--- config.mk ---
export PLATFORM = sky130hd
export DESIGN_NAME = ram_sp_param
export DESIGN_NICKNAME = d
export VERILOG_FILES = /design/src/rtl/ram_sp_param.sv
export SDC_FILE = /design/constraint.sdc
export NUM_CORES = 1
export LEC_CHECK = 0
export CAP_MARGIN = 10
export CORE_ASPECT_RATIO = 1.25
export CORE_MARGIN = 2
export CORE_UTILIZATION = 35
export DETAILED_ROUTE_END_ITERATION = 12
export GPL_TIMING_DRIVEN = 0
export HOLD_SLACK_MARGIN = 0.05
export PLACE_DENSITY = 0.62
export SLEW_MARGIN = 10
export SYNTH_ARGS = -nofsm -noshare
export SYNTH_HDL_FRONTEND = slang
export SYNTH_SLANG_ARGS = --single-unit
--- constraint.sdc ---
create_clock -name clk -period 2.7 [get_ports clk]
set_input_delay 0.405 -clock clk [delete_from_list [all_inputs] [get_ports clk]]
set_output_delay 0.405 -clock clk [all_outputs]
set_load 0.02 [all_outputs]
--- src/rtl/ram_sp_param.sv ---
// Parametrised single-port synchronous RAM with post-reset clear sweep,
// 1/2-cycle read pipeline, read-valid strobe and out-of-range detection.
module ram_sp_param #(
  parameter int                DATA_W    = 16,
  parameter int                ADDR_W    = 6,
  parameter int                DEPTH     = 64,
  parameter int                READ_LAT  = 1,
  parameter int                CLEAR_EN  = 1,
  parameter logic [DATA_W-1:0] CLEAR_VAL = '0
) (
  input  logic              clk,
  input  logic              rst_n,
  input  logic              ce,
  input  logic              enable,
  input  logic              r_w,
  input  logic [ADDR_W-1:0] add,
  input  logic [DATA_W-1:0] data_in,
  output logic [DATA_W-1:0] data_out,
  output logic              rd_valid,
  output logic              busy,
  output logic              addr_err
);

  typedef enum logic {ST_CLEAR, ST_READY} state_t;

  localparam logic [ADDR_W-1:0] LAST    = ADDR_W'(DEPTH - 1);
  localparam logic [ADDR_W:0]   DEPTH_X = (ADDR_W + 1)'(DEPTH);

  logic [DATA_W-1:0] mem [DEPTH];

  state_t            state_q, state_d;
  logic [ADDR_W-1:0] ptr_q, ptr_d;
  logic              clr_we;

  logic              in_range, acc, acc_rd, acc_wr;
  logic              we;
  logic [ADDR_W-1:0] wr_addr;
  logic [DATA_W-1:0] wr_data, rd_dat;

  logic              p_vld;
  logic [DATA_W-1:0] p_dat;

  logic [DATA_W-1:0] dout_q;
  logic              rvld_q, aerr_q;

  // Clear sweep: one word per ce-cycle, last word moves us to READY.
  always_comb begin
    state_d = state_q;
    ptr_d   = ptr_q;
    clr_we  = 1'b0;
    case (state_q)
      ST_CLEAR: begin
        if (ce) begin
          clr_we = 1'b1;
          ptr_d  = ptr_q + ADDR_W'(1);
          if (ptr_q == LAST) state_d = ST_READY;
        end
      end
      default: ;
    endcase
  end

  always_ff @(posedge clk) begin
    if (!rst_n) begin
      state_q <= (CLEAR_EN != 0) ? ST_CLEAR : ST_READY;
      ptr_q   <= '0;
    end else begin
      state_q <= state_d;
      ptr_q   <= ptr_d;
    end
  end

  assign busy     = (state_q == ST_CLEAR);
  assign in_range = ({1'b0, add} < DEPTH_X);
  assign acc      = rst_n & ce & enable & ~busy;
  assign acc_rd   = acc & ~r_w;
  assign acc_wr   = acc & r_w & in_range;

  // Sweep and access writes never coincide: accesses are blocked while busy.
  assign we      = rst_n & (clr_we | acc_wr);
  assign wr_addr = clr_we ? ptr_q : add;
  assign wr_data = clr_we ? CLEAR_VAL : data_in;

  always_ff @(posedge clk) begin
    if (we) mem[wr_addr] <= wr_data;
  end

  assign rd_dat = in_range ? mem[add] : '0;

  generate
    if (READ_LAT == 2) begin : g_lat2
      logic              s_vld_q;
      logic [DATA_W-1:0] s_dat_q;
      always_ff @(posedge clk) begin
        if (!rst_n) begin
          s_vld_q <= 1'b0;
          s_dat_q <= '0;
        end else if (ce) begin
          s_vld_q <= acc_rd;
          if (acc_rd) s_dat_q <= rd_dat;
        end
      end
      assign p_vld = s_vld_q;
      assign p_dat = s_dat_q;
    end else begin : g_lat1
      assign p_vld = acc_rd;
      assign p_dat = rd_dat;
    end
  endgenerate

  // Output stage: data holds between reads, strobes last one ce-cycle.
  always_ff @(posedge clk) begin
    if (!rst_n) begin
      rvld_q <= 1'b0;
      aerr_q <= 1'b0;
      dout_q <= '0;
    end else if (ce) begin
      rvld_q <= p_vld;
      aerr_q <= acc & ~in_range;
      if (p_vld) dout_q <= p_dat;
    end
  end

  assign data_out = dout_q;
  assign rd_valid = rvld_q;
  assign addr_err = aerr_q;

endmodule

==> impl_metrics.tcl, run 1 <==
set metrics [dict create \
    clock_skew_ns 0.0383 \
    netlist_instances 2082 \
    final-setup-viol-count 0 \
    fillers 10100 \
    vias 21100 \
    grt-ovfl-total 0 \
    wl_per_cell_um 25.6 \
    final_nets 2369 \
    drt_iter0_drc 2406 \
    peakVddDrop_v 0.000601 \
    die_w_um 309 \
    route.detailed.drc 0 \
    fmax_mhz 374 \
    ioPinCount 46 \
    synth-seq-area-share_pct 76.6 \
    cp-end-kind "register" \
    fin_cells 3981 \
    root_buffer "clkbuf_16" \
    place_congestion 0.905 \
    first_pass_iters 5 \
    clk_pin_slew_worst_paths_ns 0.07 \
    synth_edf_count 1024 \
    io_buffer_count 42 \
    cp.required_ns 3.28 \
    grtUsageTotal_pct 17.0 \
    dieArea_sq_um 119000 \
    clk-insertion-delay-late_ns 0.70 \
    ys_warn_count 0 \
    area_delta_synth_final_pct 19.9 \
    fin_setup_tns_ns 0 \
    die_height_um 386 \
    grt_max_degree 65 \
    crit_type "in2reg" \
    core_sq_um 116000 \
    pre_cts_slack_ns -2.21 \
    power_mw 33.5 \
    max_slew.worst_pin.slew_ns 0.893 \
    p_per_area_nw_per_um2 685 \
    synthArstFlopShare_pct 0 \
    cts_buffer_depth 3 \
    grt_antenna_before_repair 5 \
    ctsHoldBuffers 0 \
    min_path_type "in2reg" \
    post_dp_cell_area_sq_um 44000 \
    slew_viol_final 0 \
    numCtsBuffers 92 \
    crit_arrival_ns 3.26 \
    h-tree-depth 3 \
    cts_tree "done" \
    pwr-share-clk_pct 41.3 \
    layout-drive-gt1-share_pct 26.6 \
    status "completed" \
    path_max_fanout 10 \
    fin_crit_ns 2.67 \
    cellLeakagePower_nw 16.2 \
    power.switching_mw 7.04 \
    routed_wirelength_um 102000 \
    fin_hold_ws_ns 0.187 \
    vias_per_cell 5.29 \
    worstSetupStartpointType "input pin" \
    sw_frac_of_total_pct 21.0 \
    place_hpwl_um 67000 \
    layout_setup_ws_ns 0.0257 \
    cts_sinks 1048 \
    p_int_mw 26.4 \
    combinationalPowerShare_pct 5.3 \
    grt_pass1_vias 21600 \
    synth.cell_area_sq_um 40800 \
    row_count 140 \
    post-route-period-util_pct 99.0 \
    slew-limit-headroom_pct 40.5 \
    ant_nets 0 \
    yosys_most_used_dff "edfxtp_1" \
    syn_nets 2110 \
    pwr-share-seq_pct 53.5 \
    dp_cells 3732 \
    final_util_pct 42.2 \
    rsz0062_at_grt "true" \
    ys_ff_latch 1048 \
    grt_pass1_wl_um 146000 \
    finalHoldViolCount 0 \
    synth_cell_types 46 \
    final_area_sq_um 48900 \
    avgSynthCellArea_sq_um 19.6 \
    drv_cap 0 \
    initial_utilization_pct 35.2 \
]
## timing repair
action                                  in CTS  in global routing
endpoints found under the setup margin    1479                780
pin swaps                                   50                  8
gates cloned                                 0                  2
buffers inserted                            70                  5
resized for setup                          157                 21
## flip-flops by register name, summed over array words and instances, names as in the netlist
| register | count |
|---|---|
| ptr_q | 6 |
| mem | 1024 |
| state_q | 1 |
| rd_valid | 1 |
| data_out | 16 |
## metal layers
layer  vias up  routed length, um  track usage [%]
li1       9043                  -                -
met1     10900              38700             20.8
met2       887              52100             29.7
met3       200               6600             2.69
met4         0               4590             7.08
met5         -                  0                0
## cell usage in the layout, fill, tap and decap left out, types with 18 or more instances in the layout
| cell type | Yosys | layout |
|---|---|---|
| edfxtp_1 | 1024 | 1024 |
| mux2i_1 | 275 | 274 |
| mux4_2 | 128 | 128 |
| clkbuf_16 | 0 | 96 |
| o22ai_1 | 80 | 75 |
| buf_4 | 21 | 66 |
| nor2_4 | 0 | 60 |
| a22oi_1 | 60 | 60 |
| nand2_1 | 59 | 42 |
| clkbuf_1 | 50 | 40 |
| buf_12 | 2 | 39 |
| clkdlybuf4s50_1 | 0 | 39 |
| mux2_2 | 32 | 32 |
| buf_8 | 1 | 30 |
| o21ai_0 | 30 | 29 |
| buf_2 | 29 | 27 |
| buf_6 | 13 | 25 |
| dfxtp_1 | 24 | 24 |
| nor2b_1 | 21 | 20 |
| clkinv_2 | 0 | 20 |
| clkbuf_2 | 0 | 19 |
| a21oi_1 | 19 | 19 |
| clkinv_1 | 0 | 18 |
## power groups by stage
stage          Combinational (mW)  Clock (mW)  Sequential (mW)
3_3_place_gp                 1.54           0             18.3
5_1_grt                      1.84        14.6             17.9
4_1_cts                      1.74        14.0             17.9
2_1_floorplan               0.965           0             18.3
6_report                     1.76        13.8             17.9
3_5_place_dp                 1.64           0             18.2
## synth_stat cells, drive strengths merged (4+ instances only)
cell / number / area [sq um]
edfxtp: 1024 / 30700
mux2i: 275 / 2750
mux4: 128 / 2880
o22ai: 80 / 500
buf: 70 / 519
nor2: 67 / 251
a22oi: 60 / 450
nand2: 59 / 221
clkbuf: 50 / 188
mux2: 32 / 360
o21ai: 32 / 160
nor4: 28 / 175
dfxtp: 24 / 480
and2: 23 / 144
nor2b: 21 / 131
a21oi: 19 / 95.1
a211oi: 16 / 135
a211o: 14 / 123
nand3b: 9 / 67.6
nand3: 8 / 40.0
or4: 5 / 37.5
a22o: 4 / 35.0
nand4: 4 / 25.0
xnor2: 4 / 35.0
## cells by family after synthesis
group                    synth area share [%]
flip-flops                               76.6
multiplexers                             14.7
AND/OR/NAND/NOR                          3.04
AO/OA/AOI/OAI                            3.77
buffers and inverters                    1.74
XOR/XNOR                               0.0859
adder cells (fa/ha/maj)                0.0307
other                                 0.00920
## critical path: stages
cell and delay, ns:
clkdlybuf4s50_1 0.62, clkbuf_2 0.34, nand4b_1 0.30, buf_2 0.28
o22ai_1 0.16, nor4_2 0.44, o21ai_0 0.32, a211o_1 0.37
## final cells by class
cell class,instances,area (sq um),area share (%)
well taps,1562,1950,4.00
clock inverters,65,734,1.50
flip-flops and latches,1048,31200,63.9
inverters,1,3.75,0.00768
clock buffers,106,2440,4.99
multi-input cells,915,9730,19.9
plain buffers,120,751,1.54
repair buffers,163,2050,4.19
diodes,1,2.50,0.00512
## path summary, 6_finish.rpt
kind	from	endpoint	slack, ns	depth (start not counted)
max	add[1]	data_out[11]	0.03	8
min reg2reg	rd_valid	rd_valid	0.53	2
max reg2reg	state_q	mem[32][11]	0.11	6
min	ce	rd_valid	0.19	3
Power figures use the tool's default switching activity.
==> run 2: changes to the inputs <==
--- a/config.mk
+++ b/config.mk
@@ -5,14 +5,13 @@
 export SDC_FILE = /design/constraint.sdc
 export NUM_CORES = 1
 export LEC_CHECK = 0
-export CAP_MARGIN = 10
+export CAP_MARGIN = 25
 export CORE_ASPECT_RATIO = 1.25
 export CORE_MARGIN = 2
 export CORE_UTILIZATION = 35
 export DETAILED_ROUTE_END_ITERATION = 12
 export GPL_TIMING_DRIVEN = 0
 export HOLD_SLACK_MARGIN = 0.05
-export PLACE_DENSITY = 0.62
 export SLEW_MARGIN = 10
 export SYNTH_ARGS = -nofsm -noshare
 export SYNTH_HDL_FRONTEND = slang
==> run 2 against run 1 <==
Effect of this change: routed wire length rose by 2.9%; via count decreased by 0.82%; worst setup slack better by 0.0052 ns; maximum frequency grew 0.19%; worst hold slack worse by 0.012 ns; global-route usage grew 0.70 points; critical path type unchanged.
==> impl_metrics.tcl, run 2 (same netlist as run 1, synthesis figures left out) <==
set metrics [dict create \
    wl_per_cell_um 26.5 \
    ant_nets 0 \
    slew-limit-headroom_pct 32.3 \
    crit_arrival_ns 3.24 \
    numCtsBuffers 97 \
    post-route-period-util_pct 98.9 \
    finalHoldViolCount 0 \
    cts_sinks 1048 \
    grt_max_degree 65 \
    clk_pin_slew_worst_paths_ns 0.06 \
    p_per_area_nw_per_um2 685 \
    r2r-start "state_q" \
    post_dp_cell_area_sq_um 44300 \
    path_max_fanout 11 \
    io_buffer_count 42 \
    clock_skew_ns 0.0326 \
    rsz0062_at_grt "true" \
    crit_path_max_incr_delay_ns 0.81 \
    place_congestion 0.993 \
    largest_reg_flops 1024 \
    hold-path-cell-count 3 \
    fin_crit_ns 2.67 \
    ff2ff_path_depth 7 \
    cts_tree "done" \
    final-setup-viol-count 0 \
    top_register "mem" \
    fin_hold_ws_ns 0.174 \
    drv_cap 0 \
    row_count 140 \
    die_height_um 386 \
    drt_iter0_drc 2229 \
    root_buffer "clkbuf_16" \
    die_w_um 309 \
    cp_common_cell "buf_6" \
    crit_chain "dlygate4sd2_1 > buf_6 > buf_6 > buf_6 > buf_6 > mux4_2 > a211oi_1 > nor4_1 > a211o_1" \
    cts_buffer_depth 3 \
    max_slew.worst_pin.slew_ns 1.01 \
    r2r-end "mem[23][13]" \
    slew_viol_final 0 \
    h-tree-depth 3 \
    min-delay-start "ce" \
    grt_antenna_before_repair 4 \
    layout_commonest_cell "edfxtp_1" \
    worstSetupStartpointType "input pin" \
    layout_setup_ws_ns 0.0309 \
    fillers 10200 \
    route.detailed.drc 0 \
    ioPinCount 46 \
    status "completed" \
    r2r_slack_ns 0.06 \
    pre_cts_slack_ns -1.97 \
    grtUsageTotal_pct 17.7 \
    first_pass_iters 6 \
    vias 20900 \
    vias_per_cell 5.27 \
    grt_pass1_vias 21900 \
    peakVddDrop_v 0.000554 \
    area_delta_synth_final_pct 18.9 \
    place_hpwl_um 70100 \
    fmax_mhz 375 \
    final_nets 2350 \
    final_util_pct 41.8 \
    initial_utilization_pct 35.2 \
    routed_wirelength_um 105000 \
    path_delay_family "buffers and inverters" \
    layout-drive-gt1-share_pct 24.9 \
    cellLeakagePower_nw 16.0 \
    cp-end-kind "register" \
    core_sq_um 116000 \
    crit_type "in2reg" \
    final_cell_mix "edfxtp_1 (1024), mux2i_1 (274), mux4_2 (128)" \
    cp.required_ns 3.27 \
    dieArea_sq_um 119000 \
    grt_pass1_wl_um 151000 \
    min_to "rd_valid" \
    final_area_sq_um 48500 \
    clk-insertion-delay-late_ns 0.68 \
    crit_buf_inv 5 \
    grt-ovfl-total 0 \
    min_path_type "in2reg" \
    ctsHoldBuffers 0 \
    slowest_stage "a211oi_1" \
]
-- run 2: changes by cell type in the layout (fill, tap and decap cells not counted), sizes merged --
cell,delta
and2,+2
buf,-25
bufinv,-6
clkbuf,+11
clkdlybuf4s50,+1
clkinv,+4
clkinvlp,-1
diode,+1
dlygate4sd2,+1
dlymetal6s2s,-2
-- run 2: layout make-up --
type                       count  area (sq um)  share of cell area (%)
multi-input combinational    917          9600                    19.8
sequential                  1048         31200                    64.4
clock inverter                62           583                    1.20
antenna                        2          5.00                  0.0103
inverter                       1          3.75                 0.00775
clock buffer                 118          2550                    5.26
timing repair buffer         138          1790                    3.69
tap                         1562          1950                    4.03
buffer                       119           753                    1.55
-- run 2: what timing repair did --
item,CTS,global route
cloned,4,0
pin swaps,29,2
setup endpoints to repair,1576,273
resized for setup,152,10
buffers inserted,32,3
-- run 2: worst register-to-register path, delay by kind of cell, from the launching register on --
kind,cells,cell delay (ns)
buffers and inverters,2,0.49
flip-flops,1,0.36
AND/OR/NAND/NOR,5,1.47
-- run 2: stage by stage --
| step | total power [mW] | cells | setup TNS [ns] |
|---|---|---|---|
| after global placement | 19.9 | 3686 | -3731.46 |
| after CTS | 33.4 | 3963 | 0 |
| after detailed placement | 19.9 | 3747 | -1725.96 |
| after global routing | 34.1 | 3965 | -0.265 |
| final | 33.2 | 3967 | 0 |
| after floorplan | 19.2 | 2082 | -170.31 |
-- run 2: worst max path at each step --
stage,startpoint,end,slack [ns],cells past startpoint
3_3_place_gp,add[3],mem[12][14],-2.36,11
2_1_floorplan,add[2],mem[13][0],-0.17,9
4_1_cts,state_q,mem[16][1],0.008,7
3_5_place_dp,add[3],mem[15][1],-1.97,11
5_1_grt,state_q,mem[0][6],-0.02,6
6_report,add[3],data_out[14],0.03,9
-- run 2: metal layers --
| metal | GRT usage, % | up-vias | wire, um |
|---|---|---|---|
| li1 | - | 9013 | - |
| met4 | 8.28 | 6 | 4940 |
| met2 | 31.6 | 772 | 54800 |
| met5 | 0 | - | 39 |
| met3 | 3.36 | 204 | 6970 |
| met1 | 20.3 | 10900 | 38200 |
-- run 2: report_power, final --
group | switching, mW | internal (mW) | leakage [nW]
registers | 0.0133 | 17.9 | 9.54
logic | 1.19 | 0.614 | 4.98
clock network | 5.89 | 7.60 | 1.52
==> run 3: changes to the inputs <==
--- a/config.mk
+++ b/config.mk
@@ -6,7 +6,6 @@
 export NUM_CORES = 1
 export LEC_CHECK = 0
 export CAP_MARGIN = 25
-export CORE_ASPECT_RATIO = 1.25
 export CORE_MARGIN = 2
 export CORE_UTILIZATION = 35
 export DETAILED_ROUTE_END_ITERATION = 12
==> run 3 against run 2 <==
Effect of this change: the flow now finishes with violations (setup timing); count of clock-buffer cells in the layout increased by 6; critical endpoint is now data_out[13]; maximum frequency decreased by 2.8%; largest power group unchanged; critical path depth decreased by 1; clock skew decreased by 0.0018 ns; first-iteration DRC count increased by 12%; highest routed layer is now met4; largest cell class unchanged.
==> impl_metrics.tcl, run 3 (same netlist as run 1, synthesis figures left out) <==
set metrics [dict create \
    path_max_fanout 10 \
    worstSetupStartpointType "input pin" \
    cts_sinks 1048 \
    wl_per_cell_um 26.1 \
    top_register "mem" \
    crit_type "in2reg" \
    fin_hold_ws_ns 0.263 \
    fillers 9935 \
    max_slew.worst_pin.slew_ns 0.878 \
    io_buffer_count 42 \
    layout_setup_ws_ns -0.0473 \
    multi_input_area_sq_um 9600 \
    drt_iter0_drc 2486 \
    final_util_pct 41.8 \
    largest_reg_flops 1024 \
    die_w_um 345 \
    drv_cap 0 \
    grt_antenna_before_repair 1 \
    dieArea_sq_um 119000 \
    final_cell_mix "edfxtp_1 (1024), mux2i_1 (274), mux4_2 (128)" \
    grt-ovfl-total 0 \
    fin_crit_ns 2.75 \
    layout_commonest_cell "edfxtp_1" \
    cp-end-kind "register" \
    clk-insertion-delay-late_ns 0.68 \
    p_per_area_nw_per_um2 683 \
    h-tree-depth 3 \
    clk_pin_slew_worst_paths_ns 0.06 \
    first_pass_iters 6 \
    ctsHoldBuffers 0 \
    grt_pass1_vias 21300 \
    peakVddDrop_v 0.000473 \
    vias_per_cell 5.38 \
    n_antenna_cell 0 \
    final_nets 2354 \
    layout-drive-gt1-share_pct 25.6 \
    fmax_mhz 364 \
    cellLeakagePower_nw 16.1 \
    row_count 125 \
    slew-limit-headroom_pct 41.0 \
    cts_tree "done" \
    cp.required_ns 3.26 \
    status "finished, violations left" \
    clock_skew_ns 0.0308 \
    pre_cts_slack_ns -1.89 \
    grt_pass1_wl_um 147000 \
    crit_chain "clkdlybuf4s50_1 > nand4bb_1 > buf_1 > clkbuf_2 > o22ai_1 > nor4_4 > o21ai_0 > a211o_1" \
    area_delta_synth_final_pct 18.8 \
    violations "setup timing" \
    ioPinCount 46 \
    register_area_sq_um 31200 \
    numCtsBuffers 98 \
    grt_max_degree 65 \
    place_congestion 0.901 \
    vias 21100 \
    finalHoldViolCount 0 \
    power_mw 33.1 \
    place_hpwl_um 65600 \
    route.detailed.drc 0 \
    die_height_um 345 \
    initial_utilization_pct 35.2 \
    min_path_type "in2reg" \
    final-setup-viol-count 5 \
    cts_buffer_depth 3 \
    root_buffer "clkbuf_16" \
    grtUsageTotal_pct 16.8 \
    crit_path_max_incr_delay_ns 0.65 \
    crit_arrival_ns 3.30 \
    slowest_stage "clkdlybuf4s50_1" \
    routed_wirelength_um 103000 \
    core_sq_um 116000 \
    post-route-period-util_pct 102 \
    slew_viol_final 0 \
    fin_setup_tns_ns -0.152 \
    ant_nets 0 \
]
[run 3: cell types whose count changed in the layout (fill, tap and decap cells not counted), moves of 7 or more]
cell	change
clkbuf_2	+10
nor2_2	+10
nor2_4	-10
clkbuf_1	-9
buf_4	-8
buf_8	+7
[run 3: routing by layer]
layer,vias up,track usage (%),wire (um)
met3,144,2.90,8280
met4,0,5.21,2850
met5,-,0,0
met2,860,27.0,48400
met1,11100,23.5,43100
li1,9019,-,-
[run 3: worst paths after layout]
| path | startpoint | end | slack (ns) | cells after the start |
|---|---|---|---|---|
| worst min-delay path | ce | rd_valid | 0.26 | 3 |
| worst max register to register | state_q | mem[20][12] | 0.17 | 6 |
| worst min register to register | rd_valid | rd_valid | 0.59 | 2 |
| worst max-delay path | add[1] | data_out[13] | -0.05 | 8 |
[run 3: layout make-up]
class	count	area share (%)
clock inverter	53	0.979
sequential	1048	64.5
multi-input combinational	922	19.8
buffer	118	1.57
inverter	1	0.00775
timing repair buffer	137	3.77
clock buffer	124	5.44
tap	1524	3.94
[run 3: power by group]
group	total, mW	internal, mW	switching, mW
sequential	17.9	17.9	0.0136
clock	13.4	7.57	5.84
combinational	1.78	0.618	1.16
[run 3: stage by stage]
stage | instance area, sq um | instances
2_1_floorplan | 40800 | 2082
3_3_place_gp | 43100 | 3648
3_5_place_dp | 44300 | 3711
4_1_cts | 48400 | 3923
5_1_grt | 48400 | 3927
6_report | 48400 | 3927
[run 3: worst max-delay path, delay by kind of cell]
kind            cells  cell delay (ns)
buf+inv             3             1.41
compound gates      3             0.84
simple gates        2             0.65
[run 3: timing repair]
action,CTS,global route
resized for setup,136,27
setup endpoints to repair,1629,1156
setup buffers,32,0
pin swaps,26,5
cloned,4,5
